$ cat src/rtl/s_mem_reader.sv
// Reader for the 256x8 S-array: sweeps an address range onto a valid/ready stream with a 16-bit checksum.
// Optional permutation check is compiled in with `define SMR_CHECK_PERM_EN.
module s_mem_reader #(
  parameter int ADDR_W = 8,
  parameter int DATA_W = 8,
  parameter int DEPTH  = 256
) (
  input  logic              clk,
  input  logic              rst,
  input  logic              en,
  output logic              rdy,
  input  logic [ADDR_W-1:0] start_addr,
  input  logic [ADDR_W:0]   len,
  output logic [ADDR_W-1:0] addr,
  input  logic [DATA_W-1:0] rddata,
  output logic [DATA_W-1:0] out_data,
  output logic              out_valid,
  input  logic              out_ready,
  output logic [15:0]       checksum,
  output logic              done,
  output logic              perm_ok
);

  localparam logic [2:0] IDLE    = 3'd0;
  localparam logic [2:0] ISSUE   = 3'd1;
  localparam logic [2:0] CAPT    = 3'd2;
  localparam logic [2:0] PRESENT = 3'd3;
  localparam logic [2:0] FIN     = 3'd4;

  localparam logic [ADDR_W:0]   DEPTH_L = (ADDR_W+1)'(DEPTH);
  localparam logic [ADDR_W:0]   CNT_ONE = (ADDR_W+1)'(1);
  localparam logic [ADDR_W-1:0] LAST    = ADDR_W'(DEPTH - 1);
  localparam logic [ADDR_W-1:0] A_ONE   = ADDR_W'(1);

  logic [2:0]      state;
  logic [ADDR_W:0] remain;
  logic [ADDR_W:0] len_sat;
  logic            accept;
  logic            handshake;

  function automatic logic [ADDR_W:0] sat_len(input logic [ADDR_W:0] l);
    return (l > DEPTH_L) ? DEPTH_L : l;
  endfunction

  // FIN also reports ready, so a new sweep may start straight out of it
  assign rdy       = (state == IDLE) || (state == FIN);
  assign done      = (state == FIN);
  assign accept    = rdy && en;
  assign handshake = (state == PRESENT) && out_ready;
  assign len_sat   = sat_len(len);

  always_ff @(posedge clk) begin
    if (rst) begin
      state     <= IDLE;
      addr      <= '0;
      out_data  <= '0;
      out_valid <= 1'b0;
      checksum  <= '0;
      remain    <= '0;
    end else begin
      case (state)
        IDLE, FIN: begin
          if (en) begin
            addr     <= start_addr;
            remain   <= len_sat;
            checksum <= '0;
            state    <= (len_sat == '0) ? FIN : ISSUE;
          end else begin
            state <= IDLE;
          end
        end
        ISSUE: state <= CAPT;
        // memory answers one cycle after addr, so the byte is captured here
        CAPT: begin
          out_data  <= rddata;
          out_valid <= 1'b1;
          state     <= PRESENT;
        end
        PRESENT: begin
          if (out_ready) begin
            out_valid <= 1'b0;
            checksum  <= checksum + 16'(out_data);
            addr      <= (addr == LAST) ? '0 : addr + A_ONE;
            remain    <= remain - CNT_ONE;
            state     <= (remain == CNT_ONE) ? FIN : ISSUE;
          end
        end
        default: state <= IDLE;
      endcase
    end
  end

`ifdef SMR_CHECK_PERM_EN
  logic [DEPTH-1:0] seen;
  logic             full_len;

  // a full sweep that touched every byte value means the array is a permutation
  always_ff @(posedge clk) begin
    if (rst) begin
      seen     <= '0;
      full_len <= 1'b0;
      perm_ok  <= 1'b0;
    end else if (accept) begin
      seen     <= '0;
      full_len <= (len_sat == DEPTH_L);
      perm_ok  <= 1'b0;
    end else begin
      if (handshake) seen[out_data] <= 1'b1;
      if (state == FIN) perm_ok <= full_len && (&seen);
    end
  end
`else
  assign perm_ok = 1'b0;
`endif

endmodule

$ cat config.mk
export PLATFORM = sky130hd
export DESIGN_NAME = s_mem_reader
export DESIGN_NICKNAME = d
export VERILOG_FILES = /design/src/rtl/s_mem_reader.sv
export SDC_FILE = /design/constraint.sdc
export NUM_CORES = 1
export LEC_CHECK = 0
export ABC_AREA = 1
export CORE_MARGIN = 4
export CORE_UTILIZATION = 45
export DETAILED_ROUTE_END_ITERATION = 16
export DONT_BUFFER_PORTS = 1
export GPL_TIMING_DRIVEN = 0
export HOLD_SLACK_MARGIN = 0.15
export PLACE_DENSITY = 0.67
export RECOVER_POWER = 25
export SYNTH_ARGS = -nofsm -noshare
export SYNTH_HDL_FRONTEND = slang
export SYNTH_SLANG_ARGS = --single-unit
$ cat constraint.sdc
create_clock -name clk -period 4.61 [get_ports clk]
set_input_delay 0.922 -clock clk [delete_from_list [all_inputs] [get_ports clk]]
set_output_delay 0.922 -clock clk [all_outputs]
set_load 0.01 [all_outputs]
==> flow_summary.toml, run 1 <==
[status]
status = "finished, final reports clean"

[critical_path]
slowest_stage = "dfxtp_1"
crit_chain = "nor2_2 > inv_1 > nor2_1"
start_kind = "flip-flop"
arrival_ns = 1.17
reg2reg_depth = 7
crit_path_max_incr_delay_ns = 0.36
criticalPathCategory = "flip-flop to output pin"
worst-path-stages = 3
required_ns = 3.69
end_kind = "output pin"
cp_top_family = "simple AND/OR/NAND/NOR gates"
crit_fanout = 5
crit_buf_inv = 1

[grt]
grtUsageTotal_pct = 19.71
grt_max_degree = 13
grt_pass1_vias = 2514
globalRouteOverflowTotal = 0
antenna_found_initial = 0
grt_pass1_wl_mm = 11.71

[detailed_routing]
first_iter_violations = 104
antenna_left = 0
drc = 0
drt-total-wl_mm = 6.867
via_per_inst = 5.427
via_count = 2659
wire_per_inst_um = 14.01
dr.pass1.iters = 4

[timing]
postLayoutSetupSlackWorst_ns = 2.517
finalSetupTns_ns = 0
fin_skew_ns = 0.006969
fin_crit_sh_pct = 45.41
worst_slew_pin_slew_ns = 0.5854
min_period_ns = 2.093
fmax_mhz = 477.7
maxSlewViolCount = 0
grt_setup_unrepaired = "false"
whs_ns = 0.5148
setup_viol = 0
hold_viol_final = 0
timing.slew.headroom_pct = 60.56

[cts]
h-tree-depth = 2
cts_buffer_depth = 2
cts-buffers-inserted = 5
clock_latency_ns = 0.29
cts.clk_slew.worst_paths_ns = 0.08
cts_resized = 0
post_cts_buffers = 0
cts_num_sinks = 45
cts_tree = "built"
cts_root_buf = "clkbuf_8"
ctsHoldBuffers = 0

[pwr]
vdd_drop_max_uv = 146.6
leakagePower_nw = 1.261
p_per_area_mw_per_mm2 = 303.3
totalPowerFinal_mw = 0.8561

[synth]
yosysWarnings = 0
ys.flop_type = "dfxtp_1"
syn_inst = 411
synth.avg_cell_area_um2 = 6.454
synthTopCellsByCount = "nand2_1, nand3_1, inv_1"
synth-seq-cells = 45
synthArstFlopShare_pct = 0
yosysTopAreaCell = "dfxtp_1"
syn_area_mm2 = 0.002653
synthTopCellsByArea = "dfxtp_1, nand2_1, nand3_1"
syn_nets = 452
yosysSeqAreaShare_pct = 33.96
ys_types = 31
synth_top_cell_area_share_pct = 33.96
yosysMostFrequentCell = "nand2_1"
synth-edff-count = 0

[floorplanning]
ios = 65
core-area_mm2 = 0.005608
start_util_pct = 47.30
die_w_um = 84.78
die_h_um = 84.78
rows = 27
dieArea_mm2 = 0.007187

[place]
port_buffers = 0
dp_slack_ns = 2.489
post-dp-hpwl_mm = 5.336
gp_congestion = 0.8555
dp_cells = 483

[cells_and_area]
final_cells = 490
final_nets = 459
fillers = 596
n_antenna_cell = 0
drive_gt1_share_pct = 5.263
syn_to_final_growth_pct = 6.415

[job]
cap_viol_max_count = 0

[hold_path]
whs_path_depth = 2
min_path_type = "flip-flop to flip-flop"
==> area by class of cell <==
type	count	area [µm²]	share of cell area (%)
Inverter	54	202.7	7.181
Sequential cell	45	900.9	31.91
Multi-Input combinational cell	302	1498	53.06
Buffer	10	45.04	1.596
Clock buffer	7	86.33	3.059
Tap cell	72	90.09	3.191
==> per-layer routing <==
layer	GRT usage [%]	part of all wire, %	vias up
met5	0	0	-
met4	4.604	0.92	0
met3	4.514	7.4	7
met2	34.88	48	73
met1	24.17	44	1224
li1	-	-	1355
==> worst reg2reg max path, stage by stage, from the launching register on <==
cell,delay (ns)
dfxtp_1,0.36
nor2_2,0.25
nand2_1,0.16
nand2_1,0.21
clkbuf_1,0.43
o21ai_0,0.17
a21oi_1,0.16
a21oi_1,0.08
==> where the power goes <==
group	internal (mW)	total [mW]	switching (mW)
clock network	0.119	0.247	0.128
registers	0.412	0.445	0.0329
logic	0.0539	0.164	0.110
==> path summary, 6_finish.rpt <==
check / from / to / slack [ns]
worst max-delay path: state[0]$_SDFFE_PP0P_ / done / 2.52
worst min-delay path: out_valid$_SDFFE_PP0P_ / out_valid$_SDFFE_PP0P_ / 0.51
worst max register to register: state[0]$_SDFFE_PP0P_ / remain[2]$_SDFFE_PP0P_ / 2.66
worst min register to register: out_valid$_SDFFE_PP0P_ / out_valid$_SDFFE_PP0P_ / 0.51
==> state kept, by name, indices dropped and copies added, names as in the netlist <==
name,cells
checksum,16
remain,9
addr,8
out_data,8
state,3
out_valid,1
==> cell families after synthesis <==
group                    count (synthesis)  share of synthesized area (%)
AO/OA/AOI/OAI                           65                          13.21
XOR/XNOR                                 1                         0.3302
adder cells (fa/ha/maj)                 12                          5.943
buffers and inverters                   64                          9.481
flip-flops                              45                          33.96
other                                    1                         0.1414
AND/OR/NAND/NOR                        223                          36.93
==> layout by cell type, fill, tap and decap left out, types with 4 or more instances in the layout <==
cell	synthesis	layout
nand3_1	55	55
nand4_1	6	6
nand2_1	104	105
nor2_1	41	41
or2_2	4	4
o21ai_0	17	17
clkbuf_8	0	6
ha_1	11	11
inv_1	48	48
a31oi_1	10	10
a21oi_1	32	32
dfxtp_1	45	45
nand3b_1	4	4
clkbuf_1	5	7
==> per-stage QoR <==
step                      utilization [%]  area [µm²]
after floorplan                         -        2653
after global placement              48.91        2743
after detailed placement            48.91        2743
after CTS                           50.45        2829
after global routing                50.33        2823
final                               50.33        2823
No activity file was read; power rests on OpenSTA's default activity.
==> run 2, diff against run 1 <==
--- a/config.mk
+++ b/config.mk
@@ -5,14 +5,14 @@
 export SDC_FILE = /design/constraint.sdc
 export NUM_CORES = 1
 export LEC_CHECK = 0
-export ABC_AREA = 1
+export ABC_AREA = 0
 export CORE_MARGIN = 4
 export CORE_UTILIZATION = 45
 export DETAILED_ROUTE_END_ITERATION = 16
 export DONT_BUFFER_PORTS = 1
 export GPL_TIMING_DRIVEN = 0
 export HOLD_SLACK_MARGIN = 0.15
-export PLACE_DENSITY = 0.67
+export PLACE_DENSITY = 0.69
 export RECOVER_POWER = 25
 export SYNTH_ARGS = -nofsm -noshare
 export SYNTH_HDL_FRONTEND = slang
==> constraint.sdc (replaced) <==
create_clock -name clk -period 1.7 [get_ports clk]
set_input_delay 0.34 -clock clk [delete_from_list [all_inputs] [get_ports clk]]
set_output_delay 0.34 -clock clk [all_outputs]
set_load 0.01 [all_outputs]
==> flow_summary.toml, run 2 <==
[synth]
syn_nets = 333
synthTopCellsByArea = "dfxtp_1, nor2_1, ha_1"
synth-xor-area-share_pct = 4.596
synth-edff-count = 0
synth_top_cell_area_share_pct = 36.36
synthTopCellsByCount = "dfxtp_1, nor2_1, a21oi_1"
yosys.area_share.simple_pct = 24.44
yosysSeqAreaShare_pct = 36.36
synth_top_family_by_area = "simple AND/OR/NAND/NOR gates"
yosysTopAreaCell = "dfxtp_1"
synth_compound_area_share_pct = 21.92
synthAdderAreaFrac_pct = 6.364
yosysMostFrequentCell = "dfxtp_1"
syn_area_mm2 = 0.002477
ys_types = 56
yosysWarnings = 0
synth-seq-cells = 45
synthMuxAreaShare_pct = 3.232
ys.flop_type = "dfxtp_1"
synthArstFlopShare_pct = 0
synth.avg_cell_area_um2 = 8.484
syn_inst = 292

[critical_path]
end_kind = "flip-flop"
timing.rr.start = "checksum[0]$_SDFFE_PP0P_"
cp-startpoint = "checksum[0]$_SDFFE_PP0P_"
required_ns = 1.89
crit_fanout = 5
reg2reg_slack_ns = -0.20
r2r_end = "checksum[10]$_SDFFE_PP0P_"
reg2reg_depth = 8
crit_end = "checksum[10]$_SDFFE_PP0P_"
criticalPathCategory = "flip-flop to flip-flop"
arrival_ns = 2.09
start_kind = "flip-flop"

[grt]
grt_max_degree = 14
grt_pass1_vias = 2090
globalRouteOverflowTotal = 0
grt_pass1_wl_mm = 10.34
antenna_found_initial = 0
grtUsageTotal_pct = 19.76

[place]
port_buffers = 0
gp_congestion = 0.8279
post-dp-hpwl_mm = 4.623

[hold_path]
min_path_type = "input port to flip-flop"

[cells_and_area]
syn_to_final_growth_pct = 22.68
n_antenna_cell = 0
regMostFlops = "checksum"
final_nets = 353
top_regs = "checksum x16, remain x9"
final_common_cell = "nor2_1"
layout_common_cells = "nor2_1, dfxtp_1, a21oi_1"
largest_reg_flops = 16
drive_gt1_share_pct = 19.81

[timing]
fin_skew_ns = 0.01143
fmax_mhz = 526.4
setup_viol = 11
hold_viol_final = 0
whs_ns = 0.1762
maxSlewViolCount = 0
grt_setup_unrepaired = "true"
worst_slew_pin_slew_ns = 0.5610
fin_crit_sh_pct = 111.7
timing.slew.headroom_pct = 62.60
min_period_ns = 1.900
postLayoutSetupSlackWorst_ns = -0.1996

[detailed_routing]
first_iter_violations = 131
top_layer_used = "met4"
wl_met2_mm = 3.351
drc = 0
drt-total-wl_mm = 6.837
via_count = 2318
wire_per_inst_um = 17.85
via_per_inst = 6.052
antenna_left = 0
dr_wl_met3_um = 529
dr.pass1.iters = 4
wl_met1_mm = 2.799

[floorplanning]
die_w_um = 82.20
start_util_pct = 47.60
core-area_mm2 = 0.005205
ios = 65
rows = 26
die_h_um = 82.20
dieArea_mm2 = 0.006756

[cts]
cts_tree = "built"
cts_root_buf = "clkbuf_8"
clock_latency_ns = 0.30
cts_buffer_depth = 2
cts.clk_slew.worst_paths_ns = 0.09
h-tree-depth = 2
cts_num_sinks = 45
cts-buffers-inserted = 5

[pwr]
leakagePower_nw = 1.147
vdd_drop_max_uv = 402.8
totalPowerFinal_mw = 2.454
p_per_area_mw_per_mm2 = 807.5

[status]
status = "finished, violations left"
failed_checks = "negative setup slack"

[job]
cap_viol_max_count = 0
run 2: changes by cell type in the layout (fill, tap and decap cells not counted), sizes merged, moves of 7 or more:
cell,before,now
buf,4,20
xnor2,0,8
and3,1,8
a31oi,10,2
nand2,105,23
inv,51,3
nand3,55,7
a21oi,32,24
mux2i,0,8
run 2: per-stage QoR:
step / std cells / cell area, µm² / setup TNS [ns] / setup WS (ns) / util [%]
after floorplan: 292 / 2525 / -0.8175 / -0.1732 / -
after global placement: 362 / 2613 / -3.324 / -0.2982 / 50.19
after detailed placement: 362 / 2613 / -4.031 / -0.3087 / 50.19
after CTS: 376 / 2895 / -0.9658 / -0.1905 / 55.63
after global routing: 383 / 3039 / -2.897 / -0.2864 / 58.39
final: 383 / 3039 / -1.547 / -0.1996 / 58.39
run 2: repair_timing:
action,4_1_cts,5_1_grt
setup endpoints to repair,28,36
hold buffers,0,0
setup buffers,6,7
pin swaps,17,18
gates resized for setup,30,29
run 2: area by class of cell:
| class | count | area, µm² |
|---|---|---|
| plain buffers | 12 | 82.58 |
| repair buffers | 13 | 117.6 |
| clock inverters | 1 | 30.03 |
| fillers | 472 | 2166 |
| multi-input cells | 232 | 1707 |
| flip-flops and latches | 45 | 917.1 |
| inverters | 3 | 11.26 |
| clock buffers | 7 | 86.33 |
| well taps | 70 | 87.58 |
run 2: per-layer routing:
metal	vias up	global-route usage (%)
li1	1123	-
met1	1102	24.98
met2	80	32.53
met3	13	5.423
met4	0	6.146
met5	-	0
run 2: worst min path at each step:
| stage | startpoint | to | cells past startpoint |
|---|---|---|---|
| after floorplan | remain[7]$_SDFFE_PP0P_ | remain[7]$_SDFFE_PP0P_ | 2 |
| after global placement | remain[7]$_SDFFE_PP0P_ | remain[7]$_SDFFE_PP0P_ | 2 |
| after detailed placement | remain[7]$_SDFFE_PP0P_ | remain[7]$_SDFFE_PP0P_ | 2 |
| after CTS | len[5] | remain[5]$_SDFFE_PP0P_ | 2 |
| after global routing | len[4] | remain[4]$_SDFFE_PP0P_ | 2 |
| final | len[5] | remain[5]$_SDFFE_PP0P_ | 2 |
run 2: cell families (layout without fill, tap and decap cells):
kind of cell / after synthesis / count (layout)
AND/OR/NAND/NOR: 117 / 117
flip-flops: 45 / 45
XOR/XNOR: 13 / 13
adder cells (fa/ha/maj): 12 / 12
buffers and inverters: 15 / 36
multiplexers: 8 / 8
AO/OA/AOI/OAI: 81 / 81
other: 1 / 1
run 2: report_power, final:
part / internal, mW / switching [mW] / total (mW)
clock: 0.480 / 0.366 / 0.846
combinational: 0.188 / 0.235 / 0.423
sequential: 1.10 / 0.0842 / 1.19
run 2: worst max-delay path, cell delays in order (launching register included):
cell and delay (ns):
dfxtp_4 0.38, ha_4 0.17, fa_2 0.35, a21o_1 0.21
a221oi_4 0.23, buf_6 0.16, a211oi_2 0.07, xnor2_1 0.16
nor2_1 0.05
==> run 3, diff against run 2 <==
--- a/config.mk
+++ b/config.mk
@@ -17,3 +17,4 @@
 export SYNTH_ARGS = -nofsm -noshare
 export SYNTH_HDL_FRONTEND = slang
 export SYNTH_SLANG_ARGS = --single-unit
+export TNS_END_PERCENT = 50
==> flow_summary.toml, run 3 (synthesis results as in run 2) <==
[cts]
clock_latency_ns = 0.30
cts_num_sinks = 45
ctsHoldBuffers = 0
cts-buffers-inserted = 5
cts.clk_slew.worst_paths_ns = 0.09
h-tree-depth = 2
cts_tree = "built"
cts_root_buf = "clkbuf_8"
cts_buffer_depth = 2

[detailed_routing]
antenna_left = 0
first_iter_violations = 199
via_per_inst = 6.074
drc = 0
via_count = 2302
drt-total-wl_mm = 6.906
wire_per_inst_um = 18.22
dr.pass1.iters = 4

[grt]
grt_use_met3_pct = 6.399
antenna_found_initial = 0
grtUsageMet1_pct = 24.72
globalRouteOverflowTotal = 0
use_met2_pct = 33.81
top_usage_layer = "met2"
grt_max_degree = 15
grt_pass1_vias = 2206
grtUsageTotal_pct = 20.14
grt_pass1_wl_mm = 10.57

[timing]
timing.slew.headroom_pct = 63.01
setup_viol = 10
worst_slew_pin_slew_ns = 0.5549
maxSlewViolCount = 0
hold_viol_final = 0
min_period_ns = 1.923
grt_setup_unrepaired = "true"
fin_crit_sh_pct = 113.1
finalSetupTns_ns = -1.290
fmax_mhz = 520.1
postLayoutSetupSlackWorst_ns = -0.2227
fin_skew_ns = 0.005626

[floorplanning]
dieArea_mm2 = 0.006756
core-area_mm2 = 0.005205
die_w_um = 82.20
start_util_pct = 47.60
ios = 65
rows = 26
die_h_um = 82.20

[cells_and_area]
final_cells = 379
largest_reg_flops = 16
syn_to_final_growth_pct = 19.95
top_regs = "checksum x16, remain x9"
regMostFlops = "checksum"
final_common_cell = "nor2_1"
final_util_pct = 57.09
final_nets = 349
n_antenna_cell = 0
drive_gt1_share_pct = 19.74
fin_area_mm2 = 0.002972
layout_common_cells = "nor2_1, dfxtp_1, nand2_1, a21oi_1, o21ai_0"

[place]
post-dp-hpwl_mm = 4.664
dp_cells = 362
placed_cell_area_mm2 = 0.002613
gp_congestion = 0.8507
port_buffers = 0

[pwr]
p_per_area_mw_per_mm2 = 820.7
vdd_drop_max_uv = 365.2
leakagePower_nw = 1.105

[critical_path]
criticalPathCategory = "flip-flop to flip-flop"
slowest_stage = "dfxtp_4"
start_kind = "flip-flop"
crit_fanout = 5
reg2reg_slack_ns = -0.22
end_kind = "flip-flop"
crit_chain = "ha_4 > fa_2 > a21o_1 > a221oi_4 > buf_6 > a211oi_2 > xnor2_1 > nor2_1"
required_ns = 1.89
arrival_ns = 2.11
crit_path_max_incr_delay_ns = 0.38

[status]
failed_checks = "negative setup slack"
status = "finished, violations left"

[job]
cap_viol_max_count = 0

[hold_path]
min_path_type = "input port to flip-flop"
-- run 3: cell count changes in the layout (fill, tap and decap cells not counted), sizes merged --
cell,before,now
buf,20,15
clkbuf,12,11
clkinvlp,0,1
nor2,44,45
-- run 3: where the power goes --
group          total [mW]  switching [mW]  internal, mW
registers            1.19          0.0849          1.10
clock network       0.863           0.385         0.478
logic               0.388           0.229         0.160
-- run 3: path summary, 6_finish.rpt --
| kind | start | endpoint | depth (start not counted) |
|---|---|---|---|
| max reg2reg | checksum[0]$_SDFFE_PP0P_ | checksum[10]$_SDFFE_PP0P_ | 8 |
| max | checksum[0]$_SDFFE_PP0P_ | checksum[10]$_SDFFE_PP0P_ | 8 |
| min | len[5] | remain[5]$_SDFFE_PP0P_ | 2 |
| min reg2reg | state[2]$_SDFFE_PP0P_ | state[1]$_SDFFE_PP0P_ | 1 |
-- run 3: critical path: cells and delay by family (launching register included) --
kind | cells | cell delay [ns]
AO/OA/AOI/OAI | 3 | 0.53
adder cells (fa/ha/maj) | 2 | 0.52
flip-flops | 1 | 0.38
XOR/XNOR | 1 | 0.18
buffers and inverters | 1 | 0.16
AND/OR/NAND/NOR | 1 | 0.05
-- run 3: stage by stage --
stage / hold slack [ns] / setup slack [ns] / total power [mW]
after floorplan: 0.4538 / -0.1732 / 1.458
after global placement: 0.4663 / -0.2953 / 1.536
after detailed placement: 0.4790 / -0.2958 / 1.543
after CTS: 0.1703 / -0.1647 / 2.420
after global routing: 0.1655 / -0.2919 / 2.556
final: 0.1739 / -0.2227 / 2.439
-- run 3: final cells by class --
class | count | area, µm²
Buffer | 12 | 72.57
Clock buffer | 6 | 82.58
Clock inverter | 2 | 37.54
Fill cell | 500 | 2233
Inverter | 3 | 11.26
Multi-Input combinational cell | 233 | 1699
Sequential cell | 45 | 917.1
Tap cell | 70 | 87.58
Timing Repair Buffer | 8 | 63.81
-- run 3: what timing repair did --
item / in CTS / in global routing
endpoints found under the setup margin: 27 / 42
setup buffers: 5 / 3
gates cloned: 0 / 1
pin swaps: 11 / 7
resized for setup: 31 / 17
-- run 3: routing by layer --
metal,vias to the layer above,wire (µm)
met1,1110,2872
met4,0,55
li1,1114,-
met5,-,0
met2,72,3493
met3,6,484
